File: src/rtl/seg_pkg.sv
// Shared types and constants for the 4-digit seven-segment scanner.
// Segment codes are active-low, ordered {g,f,e,d,c,b,a}.
package seg_pkg;
  typedef enum logic {S_SHOW = 1'b0, S_DEAD = 1'b1} state_t;

  localparam logic [6:0] SEG_BLANK = 7'h7F;
  localparam logic [3:0] AN_OFF    = 4'hF;

  // Entry n is the glyph for hex digit n (listed F down to 0).
  localparam logic [15:0][6:0] HEX_FONT = {
    7'h0E, 7'h06, 7'h21, 7'h46, 7'h03, 7'h08, 7'h10, 7'h00,
    7'h78, 7'h02, 7'h12, 7'h19, 7'h30, 7'h24, 7'h79, 7'h40
  };
endpackage

File: src/rtl/hex7seg.sv
// Combinational hex nibble to active-low seven-segment decoder.
module hex7seg
  import seg_pkg::*;
(
  input  logic [3:0] nibble,
  output logic [6:0] seg
);
  assign seg = HEX_FONT[nibble];
endmodule

File: src/rtl/seg_scan_ctrl.sv
// Multiplexed 4-digit seven-segment scanner with dead time between digits
// and frame-aligned, tear-free shadow loading of the displayed value.
module seg_scan_ctrl
  import seg_pkg::*;
#(
  parameter int SCAN_DIV = 50000,
  parameter int DEAD_CYC = 2
) (
  input  logic        clk,
  input  logic        rst_n,
  input  logic [15:0] value_in,
  input  logic [3:0]  blank_in,
  input  logic        load_req,
  output logic        load_ack,
  output logic [3:0]  an,
  output logic [6:0]  seg,
  output logic        dp,
  output logic        frame_tick
);
  localparam int CMAX = (SCAN_DIV > DEAD_CYC) ? SCAN_DIV : DEAD_CYC;
  localparam int CW   = $clog2(CMAX);
  localparam logic [CW-1:0] SHOW_LAST = CW'(SCAN_DIV - 1);
  localparam logic [CW-1:0] DEAD_LAST = CW'(DEAD_CYC - 1);

  state_t        state, state_d;
  logic [CW-1:0] cnt, cnt_d;
  logic [1:0]    idx, idx_d;
  logic [15:0]   shadow_val;
  logic [3:0]    shadow_blank;
  logic          boundary, capture;
  logic [3:0]    an_d;
  logic [6:0]    seg_d, dec_seg;

  hex7seg u_dec (
    .nibble (shadow_val[{idx, 2'b00} +: 4]),
    .seg    (dec_seg)
  );

  always_comb begin
    state_d  = state;
    cnt_d    = cnt + 1'b1;
    idx_d    = idx;
    boundary = 1'b0;
    an_d     = AN_OFF;
    seg_d    = SEG_BLANK;
    if (state == S_SHOW) begin
      if (cnt == SHOW_LAST) begin
        state_d = S_DEAD;
        cnt_d   = '0;
      end
      if (!shadow_blank[idx]) begin
        an_d[idx] = 1'b0;
        seg_d     = dec_seg;
      end
    end else if (cnt == DEAD_LAST) begin
      state_d  = S_SHOW;
      cnt_d    = '0;
      idx_d    = idx + 2'd1;
      boundary = (idx == 2'd3);
    end
  end

  // Shadow only moves at the digit3 -> digit0 boundary, so a frame never mixes values.
  assign capture = boundary && load_req;
  assign dp      = 1'b1;

  always_ff @(posedge clk or negedge rst_n) begin
    if (!rst_n) begin
      state        <= S_DEAD;
      cnt          <= '0;
      idx          <= 2'd3;
      shadow_val   <= 16'h0000;
      shadow_blank <= 4'hF;
      an           <= AN_OFF;
      seg          <= SEG_BLANK;
      load_ack     <= 1'b0;
      frame_tick   <= 1'b0;
    end else begin
      state      <= state_d;
      cnt        <= cnt_d;
      idx        <= idx_d;
      an         <= an_d;
      seg        <= seg_d;
      load_ack   <= capture;
      frame_tick <= boundary;
      if (capture) begin
        shadow_val   <= value_in;
        shadow_blank <= blank_in;
      end
    end
  end
endmodule

File: config.mk
export PLATFORM = sky130hd
export DESIGN_NAME = seg_scan_ctrl
export DESIGN_NICKNAME = d
export VERILOG_FILES = /design/src/rtl/seg_pkg.sv /design/src/rtl/hex7seg.sv /design/src/rtl/seg_scan_ctrl.sv
export SDC_FILE = /design/constraint.sdc
export NUM_CORES = 1
export LEC_CHECK = 0
export ABC_AREA = 1
export CORE_MARGIN = 3
export CORE_UTILIZATION = 55
export DETAILED_ROUTE_END_ITERATION = 7
export HOLD_SLACK_MARGIN = 0.12
export PLACE_DENSITY = 0.8
export SETUP_SLACK_MARGIN = 0.4
export SYNTH_ARGS = -nofsm -noshare
export SYNTH_HDL_FRONTEND = slang
export SYNTH_SLANG_ARGS = --single-unit
File: constraint.sdc
create_clock -name clk -period 3 [get_ports clk]
set_clock_uncertainty 0.05 [all_clocks]
set_input_delay 0.3 -clock clk [delete_from_list [all_inputs] [get_ports clk]]
set_output_delay 0.3 -clock clk [all_outputs]
set_load 0.01 [all_outputs]
Yosys cells after proc, flatten, opt, wreduce, memory -nomap -nowiden --
Memories as Yosys holds them, arrays and structs flattened. Index checks and enable logic that the tools add are counted.
Word-level totals: register bits after elaboration 52, memory bits (read-only) 112, input port bits 23, logic and storage cells 40, memories kept 1
Memory list:
- (no name shown) | depth 16, width 7, rd ports 1, clocked after memory_dff 0, wr ports 0, line hex7seg.sv:8 | assign seg = HEX_FONT[nibble];
Cells by class: add/sub/neg operators 2, order comparisons 3, equality and inequality tests 3, shifts and indexed selects 1, multiplexer cells 17, bitwise logic cells 1, reduce and logical (&&, ||, !) cells 3
Operators with widths (number):
- $mux 16 | 3
- $mux 7 | 3
- $add 16x1->16 const B | 1
- $eq 16x1->1 const B | 1
- $eq 16x16->1 const B | 1
- $shiftx 16x5->4 | 1
- $mux 4 | 2
- $mux 1 | 7
- $lt 4x5->1 const B | 1
- $not 4->4 | 1
- $lt 2x3->1 const B | 1
- $add 2x1->2 const B | 1
- $bmux 1 s2 | 1
- $demux 1 s2 | 1
- $eq 2x2->1 const B | 1
- $ge 2x1->1 const B | 1
- $logic_and 1x1->1 | 2
- $reduce_and 2->1 | 1

Depth between registers and ports, before layout --
Gate-level depths: netlist (run 1).
word-level depth 7, gate-level depth with buffers 11, depth with buffers taken out 10

Hierarchy --
A second synthesis (run 1) with hierarchy kept.
Second synthesis, totals: cells, all modules 366, area, all modules 2869.0 µm²
By module, submodules not included:
- seg_scan_ctrl | times used 1, cells an instance 317, area each 2595.0 µm²
- hex7seg | times used 1, cells an instance 49, area each 274.0 µm²

Least setup slack after synthesis (run 1) --
Ideal clock, no wire load.
path type register -> register, start point register idx[0], end point register seg[3], library setup time 0.086 ns, arrival time 1.577 ns, required time 2.864 ns, slack 1.287 ns, cell stages (with the launch flop) 12, path buffers 1, path through dfstp_2 > inv_1 > buf_2 > nand2_1 > nand3_1 > nand2_1 > inv_1 > ha_1 > nand2_1 > o21ai_0 > nand2_1 > nand3_1
Between the ends: word-level cells in the longest chain between the ends 5
Ends and longest elaborated chain:
- start: declaration | line seg_scan_ctrl.sv:27 | logic [1:0] idx, idx_d;
- start signal: assignment | line seg_scan_ctrl.sv:81 | idx <= idx_d;
- $shiftx 16x5->4 | line seg_scan_ctrl.sv:35 | .nibble (shadow_val[{idx, 2'b00} +: 4]),
- $mem_v2 16x7
- $mux 7 (implied by the code) | line hex7seg.sv:8
- $mux 7 (*) | line seg_scan_ctrl.sv:51 | if (!shadow_blank[idx]) begin
- $mux 7 (*) | line seg_scan_ctrl.sv:46 | if (state == S_SHOW) begin
- via seg_d[3] | line seg_scan_ctrl.sv:32 | logic [6:0] seg_d, dec_seg;
- end signal: assignment | line seg_scan_ctrl.sv:83 | seg <= seg_d;
- end: declaration | line seg_scan_ctrl.sv:16 | output logic [6:0] seg,
Mark *: on every way through the listed nets, which the timed path passes. The rest lies on a longest branch. The select of a mux whose other input is x is not followed. A chain may end at the register's enable or synchronous reset.

Worst setup path in the final report (run 1) --
start point register idx[0], end point register seg[0]
Same word-level chain as after synthesis.

==> results by group, run 1 <==
Status
  • Outcome: finished, final reports clean

Yosys
  • EDFF count, synth: 0
  • Synth area leader: dfrtp_1
  • Ys flop type: dfrtp_1
  • Sequential element share of the synthesized area: approximately half
  • Synth warnings: 0
  • Synth area leaders: dfrtp_1 31%, dfstp_2 17%, nand2_1 17%, nand3_1 8.5%, ha_1 5.5%
  • Post-Synthesis Cell Area: 2750 sq um
  • Unique cell type count in the Yosys netlist: 26
  • Yosys top cell area share: around 31%
  • Yosys reg bits: 52
  • Syn nets: between 300 and 400
  • Cells after synthesis: 342
  • Syn_area_per_cell: just over 8 sq um
  • Ys async rst share: 100%

Placement
  • Pre-CTS setup slack: 900 ps
  • DP HPWL: about 3.7 mm
  • RePlAce Congestion: roughly 0.88
  • Inst Count DP: about 440
  • Port Buffer Count: 35

STA
  • Final setup TNS: 0 ps
  • Min Tclk post-route: around 2200 ps
  • Max Freq: ~0.46 GHz
  • Worst slew pin tran: about 1000 ps
  • Max Slew Vio Count: 0
  • Final setup vio count: 0
  • Slew margin rel.: a little under a third
  • Fin. Hold Viols: 0
  • Final worst slack: slightly above 800 ps
  • Final worst path period share: roughly 72%
  • RSZ-0062 raised after global routing: false

Global route
  • Vias in the first global route: 2128
  • Antenna violations before repair: 0
  • Final global-route overflow total: 0
  • Maximum number of pins on one net before global-route repair: 48
  • First-pass GRT wire length: just over 9 mm
  • Total GRT Usage: a little under a fifth

CTS
  • CTS root buf: clkbuf_8
  • Maximum root-to-sink buffer count: 2
  • Post_cts resized: 0
  • Clk slew on worst S/H paths: about 100 ps
  • Num CTS Buffers: 5
  • Htree depth: 2
  • Cts hold-fix bufs: 0
  • CTS tree: yes
  • CTS Sinks: between 50 and 60
  • Clk_lat worst skew: roughly 310 ps
  • Post-CTS Setup Bufs: 0

Critical path
  • CP Data Required Time: 3170 ps
  • Family with the most delay on the worst path: flip-flops
  • CP Launch Type: flop
  • Crit-path max cell delay: 680 ps
  • CP Data Arrival Time: 2340 ps
  • CP Launch Point: idx[0]$_DFFE_PN1P_
  • CP max-delay cell: dfstp_2
  • Reg2reg start: idx[0]$_DFFE_PN1P_
  • Cells along the critical path: inv_1, nand2_1, nand3_1, nand2_1, inv_1, ha_1, a21oi_1, nand3_1
  • Worst path bufs/invs: 2
  • Critical path class: reg -> reg
  • Crit end category: flop
  • Reg2Reg Setup Slack: between 800 and 900 ps
  • CP max FO: 13

Layout
  • Fin cells: around 450
  • Area Overhead vs Synth: 16.6%
  • Commonest non-fill, non-tap cell in the layout: nand2_1
  • Most frequent cells in the layout: 122 x nand2_1, 47 x nand3_1, 34 x dfrtp_1, 34 x clkdlybuf4s50_1, 33 x nor2_1
  • Final #Nets: approximately 410
  • # diodes: 0
  • Layout cell share with drive strength beyond 1: 10.6%

Route
  • DRC Markers: 0
  • Drt total wl: about 5.1 mm
  • First-pass DRT Iterations: 4
  • DRT antenna net count: 0
  • Mean routed wirelength per cell: around 12 um
  • Initial DRC Count: 103
  • Avg Vias per Cell: approximately 5.0
  • Vias: roughly 2200

Power and ir drop
  • VDD IR max: 0.000238 V
  • P_sw: between 0.0002 and 0.00025 W
  • Sw Ratio: between 20% and 30%
  • Tot Pwr: between 0.001 and 0.0015 W
  • PwrDens: 352 nW/um^2
  • Pint: about 0.00089 W
  • Gate power share: between 4 and 5%
  • Clock power frac: approximately a third
  • Seq pwr share: about 62%
  • Leakage: approximately 1.6 nW

Floorplan
  • Row count: 25
  • Ports: 37
  • Core ar.: between 4000 and 5000 sq um
  • Die ar.: ~6000 sq um
  • Initial core utilization: ~57%
  • Die height: ~77 um
  • Die Width: 76.7 um

Run
  • Max Cap Violations: 0

Hold path
  • Worst hold path class: in -> async
power by group through the flow:
| stage | Sequential [W] | Combinational, W | Clock, W |
|---|---|---|---|
| 5_1_grt | 0.000702 | 0.0000518 | 0.000422 |
| 2_1_floorplan | 0.000715 | 0.00000670 | 0 |
| 6_report | 0.000702 | 0.0000470 | 0.000380 |
| 3_3_place_gp | 0.000714 | 0.0000475 | 0 |
| 4_1_cts | 0.000702 | 0.0000482 | 0.000389 |
| 3_5_place_dp | 0.000714 | 0.0000483 | 0 |
registers in the layout, summed over array words and instances (netlist names):
signal        flops
shadow_val       16
cnt              16
an                4
load_ack          1
frame_tick        1
shadow_blank      4
idx               2
seg               7
state             1
path summary, 6_finish.rpt:
path,to,cells past startpoint
min in group clk,shadow_blank[2]$_DFFE_PN1P_,2
worst max-delay path,seg[0]$_DFF_PN1_,8
worst max register to register,seg[0]$_DFF_PN1_,8
worst min-delay path,shadow_val[3]$_DFFE_PN0P_,1
worst min register to register,shadow_blank[2]$_DFFE_PN1P_,2
max in group asynchronous,seg[2]$_DFF_PN1_,2
metrics by stage:
stage          cell area [sq um]  hold slack [ps]  util (%)
2_1_floorplan               2750            -45.6         -
3_3_place_gp                3130              403      65.3
3_5_place_dp                3130              409      65.3
4_1_cts                     3210              157      67.0
5_1_grt                     3210              195      67.0
6_report                    3210              113      67.0
worst register-to-register path: cells and delay by family (launching register included):
family	cells	cell delay (ps)
adder cells (fa/ha/maj)	1	250
buffers and inverters	2	380
flip-flops	1	680
AND/OR/NAND/NOR	4	500
AO/OA/AOI/OAI	1	230
cell families (layout without fill, tap and decap cells):
logic type | after synthesis | count (layout) | share of synthesized area (%)
simple gates | 219 | 219 | 34.6
flops | 52 | 52 | 48.1
buf+inv | 37 | 73 | 6.32
fa+ha+maj | 12 | 12 | 5.46
compound gates | 11 | 11 | 2.18
xor+xnor | 10 | 10 | 3.18
other cells | 1 | 1 | 0.136
layout make-up:
type	count	area (sq um)
clock buffer	7	76.3
timing repair buffer	37	360
inverter	28	105
multi-input combinational	253	1250
tap	67	83.8
fill	391	1580
clock inverter	1	5.00
sequential	52	1320
layer usage:
metal / global-route usage [%] / wire [um]
met3: 4.34 / 241
met2: 30.0 / 2380
met5: 0 / 0
met4: 6.70 / 28
met1: 25.5 / 2490
cells in the mapped netlist (2+ instances only):
library cell	number
a21oi_1	4
a31oi_1	2
buf_2	4
buf_4	2
buf_6	3
dfrtp_1	34
dfstp_2	18
ha_1	12
inv_1	26
inv_2	2
nand2_1	122
nand2_2	2
nand3_1	47
nor2_1	33
nor2_2	4
nor2_4	4
nor3_1	3
o21ai_0	4
xnor2_1	3
xor2_1	7
Note: power is estimated with default switching activity, not from simulation.
==> run 2: changes to the inputs <==
- CORE_UTILIZATION: 55 -> 49
- PLACE_DENSITY: 0.8 -> 0.75
- clock period: 3 -> 1.8 ns (I/O delays scaled with it)
==> run 2 against run 1 <==
Hold slack better by 200 ps; cell count up 9.4%; cell area up 38%; the run now ends with setup timing left; highest routed layer unchanged; critical endpoint is now load_ack$_DFF_PN0_; register-to-register slack worse by 1000 ps; largest power group unchanged; via count up 30%.
==> results by group, run 2 (synthesis gave the netlist of run 1 again) <==
Status
  • Outcome: finished with violations
  • Failing checks: setup timing

Run
  • Max Cap Violations: 0

Layout
  • # diodes: 0
  • Fin cells: ~490
  • FF+latch area: between 1000 and 1500 sq um
  • Area Overhead vs Synth: 60.8%
  • Layout cell share with drive strength beyond 1: 48.4%
  • Commonest non-fill, non-tap cell in the layout: nand2_1
  • Most frequent cells in the layout: 84 x nand2_1, 33 x dfrtp_1, 31 x nand3_2
  • Largest registers: cnt x16, shadow_val x16, seg x7
  • # fillers: approximately 270
  • Final #Nets: approximately 450
  • Multi-input gate area: 1970 sq um

Route
  • Avg Vias per Cell: around 6
  • Drt total wl: between 10 and 15 mm
  • Initial DRC Count: between 200 and 300
  • Vias: between 2000 and 3000
  • DRT antenna net count: 0
  • DRC Markers: 0
  • First-pass DRT Iterations: 7
  • Mean routed wirelength per cell: approximately 21 um

Floorplan
  • Initial core utilization: a little over half
  • Die Width: roughly 80 um
  • Core ar.: 5270 sq um
  • Ports: 37
  • Die ar.: 6550 sq um
  • Row count: 26
  • Die height: 80.9 um

CTS
  • Maximum root-to-sink buffer count: 2
  • Clk slew on worst S/H paths: about 100 ps
  • CTS root buf: clkbuf_8
  • CTS tree: yes
  • Clk_lat worst skew: 320 ps
  • Num CTS Buffers: 5
  • Htree depth: 2
  • CTS Sinks: 52

Power and ir drop
  • Clock power frac: a little over a third
  • P_sw: between 0.0004 and 0.0005 W
  • Gate power share: 4.9%
  • PwrDens: ~450 nW/um^2
  • VDD IR max: 0.000367 V
  • Pint: approximately 0.0015 W
  • Leakage: about 2.1 nW
  • Sw Ratio: between 20% and 30%
  • Seq pwr share: between 50% and 60%

STA
  • Worst slew pin tran: about 540 ps
  • Final setup vio count: 32
  • Fin. Hold Viols: 0
  • Min Tclk post-route: 1970 ps
  • Max Freq: ~0.51 GHz
  • RSZ-0062 raised after global routing: true
  • Max Slew Vio Count: 0
  • Slew margin rel.: a little under two thirds
  • Final worst path period share: 110%
  • Final worst slack: -174 ps
  • Hold_ws: 312 ps

Placement
  • Pre-CTS setup slack: -1.13 ps
  • Inst Count DP: approximately 450
  • Port Buffer Count: 35
  • DP HPWL: roughly 4.1 mm
  • RePlAce Congestion: 0.946

Critical path
  • Critical path class: reg -> reg
  • R2r endpoint: load_ack$_DFF_PN0_
  • Cells along the critical path: inv_2, ha_4, inv_2, nor2_2, nand2_1, nor2_2, nand3_4, buf_4, buf_6, buf_12, nor3b_2
  • CP Data Arrival Time: roughly 2200 ps
  • Crit-path max cell delay: around 400 ps
  • CP Data Required Time: between 1500 and 2000 ps
  • CP max FO: 6
  • Worst-case reg-to-reg path depth: 11
  • Reg2reg start: cnt[1]$_DFF_PN0_
  • CP max-delay cell: dfrtp_1
  • Crit path to: load_ack$_DFF_PN0_
  • Reg2Reg Setup Slack: -170 ps
  • CP Launch Point: cnt[1]$_DFF_PN0_
  • CP Launch Type: flop
  • Crit end category: flop

Global route
  • Final global-route overflow total: 0
  • Total GRT Usage: 24.3%
  • Maximum number of pins on one net before global-route repair: 32
  • First-pass GRT wire length: between 10 and 15 mm
  • Antenna violations before repair: 0
  • Vias in the first global route: approximately 2400

Hold path
  • Worst hold path class: in -> async
[run 2: cell count changes in the layout (fill, tap and decap cells not counted), sizes merged]
| cell | before | now |
|---|---|---|
| dlygate4sd3 | 0 | 1 |
| clkdlybuf4s50 | 34 | 21 |
| dlygate4sd2 | 0 | 13 |
| clkbuf | 7 | 6 |
| inv | 28 | 27 |
| buf | 3 | 41 |
| clkinv | 1 | 3 |
[run 2: cell type report]
type | instances | area share, %
multi-input combinational | 253 | 44.5
sequential | 52 | 29.9
timing repair buffer | 76 | 17.6
inverter | 28 | 3.76
tap | 70 | 1.98
clock buffer | 6 | 1.87
clock inverter | 2 | 0.311
[run 2: power by group through the flow]
stage,clock [W],sequential [W],combinational (W)
final,0.000727,0.00117,0.0000973
after global routing,0.000760,0.00117,0.000104
after CTS,0.000718,0.00117,0.0000951
after detailed placement,0,0.00119,0.0000924
after global placement,0,0.00119,0.0000913
after floorplan,0,0.00119,0.0000148
[run 2: through the flow]
stage | util [%] | cell area (sq um) | setup TNS, ps | power, W
6_report | 84.0 | 4420 | -3620 | 0.00199
5_1_grt | 84.0 | 4420 | -4330 | 0.00203
4_1_cts | 74.5 | 3930 | 0 | 0.00198
3_5_place_dp | 62.6 | 3300 | -1.13 | 0.00128
3_3_place_gp | 62.6 | 3300 | 0 | 0.00128
2_1_floorplan | - | 2870 | 0 | 0.00121
[run 2: routing by layer]
metal / vias to the layer above / track usage (%) / part of all wire (%)
li1: 1220 / - / -
met1: 1414 / 29.9 / 38
met2: 193 / 42.6 / 50
met3: 53 / 4.10 / 7.0
met4: 0 / 8.78 / 5.0
met5: - / 0 / 0
[run 2: worst max-delay path, delay by kind of cell, from the launching register on]
kind                       cells  cell delay [ps]
buffers and inverters          5              520
and+or+nand+nor                5              760
DFF                            1              410
adders and majority gates      1              140
[run 2: timing repair]
item,CTS,global route
buffers inserted,19,13
gates cloned,1,0
hold buffers,1,0
hold endpoints to repair,16,0
gates resized for setup,103,95
endpoints found under the setup margin,61,51
pin swaps,20,34
[run 2: how the worst min path moves through the flow]
| stage | start | to | slack, ps | cells past startpoint |
|---|---|---|---|---|
| after floorplan | rst_n | cnt[0]$_DFF_PN0_ | -170 | 0 |
| after global placement | rst_n | shadow_val[10]$_DFFE_PN0P_ | 120 | 1 |
| after detailed placement | rst_n | shadow_val[10]$_DFFE_PN0P_ | 130 | 1 |
| after CTS | rst_n | shadow_val[2]$_DFFE_PN0P_ | 320 | 2 |
| after global routing | blank_in[2] | shadow_blank[2]$_DFFE_PN1P_ | 340 | 3 |
| final | rst_n | shadow_val[14]$_DFFE_PN0P_ | 310 | 2 |
==> RTL change, RTL diff (config.mk and constraints of run 2) <==
Change the parameter `DEAD_CYC` from 2 to 1.
--- a/src/rtl/seg_scan_ctrl.sv
+++ b/src/rtl/seg_scan_ctrl.sv
@@ -4,7 +4,7 @@
   import seg_pkg::*;
 #(
   parameter int SCAN_DIV = 50000,
-  parameter int DEAD_CYC = 2
+  parameter int DEAD_CYC = 1
 ) (
   input  logic        clk,
   input  logic        rst_n,
Formal check against the unedited RTL: not equivalent (Yosys sat finds a counterexample within 4 cycles, from zero or initial values and one cycle with rst_n low).
==> RTL change against run 2 <==
First-iteration DRC count decreased by 34%. Combinational power decreased by 2%. Synthesized area increased by 0.59%. Sequential cell count unchanged. Total power increased by 3.3%. Worst hold slack improved by 0.021 ns. Routed wire length decreased by 33%. Worst setup slack improved by 0.18 ns. Design area decreased by 12%. Critical endpoint is now seg[5]. Highest routed layer unchanged.
==> RTL change: results (changes against run 2) <==
global_route:
  antenna_found_initial: 0  # unchanged
  grt_pass1_vias: 2394  # -2.2%
  grt_usage_pct: 21.2  # -3.0 points
  grt_pass1_wl_mm: 10.9  # -9.5%
  grt_max_degree: 53  # +66%
placement:
  pre_cts_ws_ns: 0.0777  # +0.0788 ns
  dp.cells: 449  # +0.90%
  gp_congestion: 0.880  # -6.9%
  io_buffers: 35  # unchanged
  hpwl_mm: 4.18  # +1.7%
  postPlaceCellArea_um2: 3340  # +1.2%
timing:
  worst_slack_ns: 0.00860  # +0.182 ns
  hold_ws_ns: 0.333  # +0.0208 ns
logic_synthesis:
  synth_area_leaders: "dfrtp_1 (31%), dfstp_2 (17%), nand2_1 (17%)"
  syn_inst: 345  # +0.88%
  synth_top_area_share_pct: 30.7  # -0.18 points
  ys_ff_latch: 52  # unchanged
  yosys_warnings: 0  # unchanged
  synth_cell_types: 25  # -3.8%
  synth_async_sr_flop_share_pct: 100  # unchanged
  yosys-top-cells-count: "nand2_1 (122), nand3_1 (44), dfrtp_1 (34)"
  syn_nets: 380  # +0.80%
  ys_seq_area_share_pct: 47.8  # -0.28 points
route:
  routedWlPerCell_um: 14.1  # -32%
  wl_mm: 6.77  # -33%
  dr.pass1.iters: 4  # -3
  dr.first_iter.drc_count: 166  # -34%
  vias: 2471  # -14%
status:
  status: "finished clean"
critical_path:
  r2r-start: "idx[0]"
  startpoint: "idx[0]"
  endpoint: "seg[5]"
  crit_fanout: 9  # +3
  rr_worst_depth: 10  # -1
  worstPathArrival_ns: 1.99  # -0.16 ns
cts:
  clock_path_buffers: 2  # unchanged
  clock_latency_ns: 0.31
  numCtsBuffers: 5  # unchanged
  clkSlewWorstSetupHoldPaths_ns: 0.10  # about the same
finish:
  drive_above_1_share_pct: 34.1  # -14 points
  num-multi-input-gates: 253  # unchanged
  buffers: 66  # -13%
  nNetsFinal: 444  # -1.6%
  final.fill_count: 394  # +48%
  diodes: 0  # unchanged
  multi_input_area_share_pct: 40.8  # -3.8 points
  final_cell_area_um2: 3890  # -12%
  clkbuf_count: 6  # unchanged
  seq_share_pct: 34.1  # +4.1 points
  clock_area_share_pct: 2.76  # +0.59 points
  inv_count: 31  # +11%
  reg_top3: "cnt (16), shadow_val (16), seg (7)"
  non_clock_buffer_area_share_pct: 16.7  # -0.91 points
hold_path:
  hold_path_class: "input port to async pin"
floorplan:
  die_x_um: 81.2  # +0.27%
power_and_ir_drop:
  power_leakage_nw: 1.83  # -12%
  vdd_drop_max_mv: 0.384  # +4.5%
## RTL change: cell count changes after synthesis, sizes merged
cell	before	now
a21oi	4	5
a31oi	2	1
and3	1	0
inv	28	31
nand2	124	125
nand3	48	45
nand4	1	4
nor2	41	39
nor3	3	5
## RTL change: repair_timing
action / CTS / global route
gates resized for setup: 42 / 46
hold buffers: 1 / 0
setup buffers: 15 / 6
hold endpoints to repair: 52 / 0
setup endpoints to repair: 59 / 51
pin swaps: 12 / 13
gates cloned: 0 / 1
## RTL change: power breakdown
part	total (mW)	switching, mW	internal (mW)
logic	0.0957	0.0467	0.0490
clock network	0.794	0.381	0.413
registers	1.17	0	1.17
total	2.06	0.428	1.63
## RTL change: cell families (layout without fill, tap and decap cells)
logic type                 Yosys count  in the layout  share of synthesized area, %
AOI/OAI and AO/OA                   11             11                          2.12
xor gates and xnor gates            10             10                          3.16
buffers and inverters               40            105                          6.69
DFF                                 52             52                          47.8
other                                1              1                         0.135
and+or+nand+nor                    219            219                          34.6
adders and majority gates           12             12                          5.42
## RTL change: worst max-delay path, stage by stage, from the launching register on
cell,delay [ns]
dfstp_2,0.67
clkinv_4,0.12
buf_2,0.18
nand2_1,0.09
nand3_1,0.12
nand2_4,0.16
inv_4,0.06
nand2_2,0.08
o21ai_0,0.09
nand2_1,0.06
nand2_1,0.04
## RTL change: routing by layer
metal | vias up | share of wire, % | track usage, %
met5 | - | 0 | 0
met4 | 0 | 1.9 | 6.25
met3 | 13 | 5.6 | 3.99
met2 | 82 | 50 | 35.1
met1 | 1172 | 43 | 28.4
li1 | 1204 | - | -
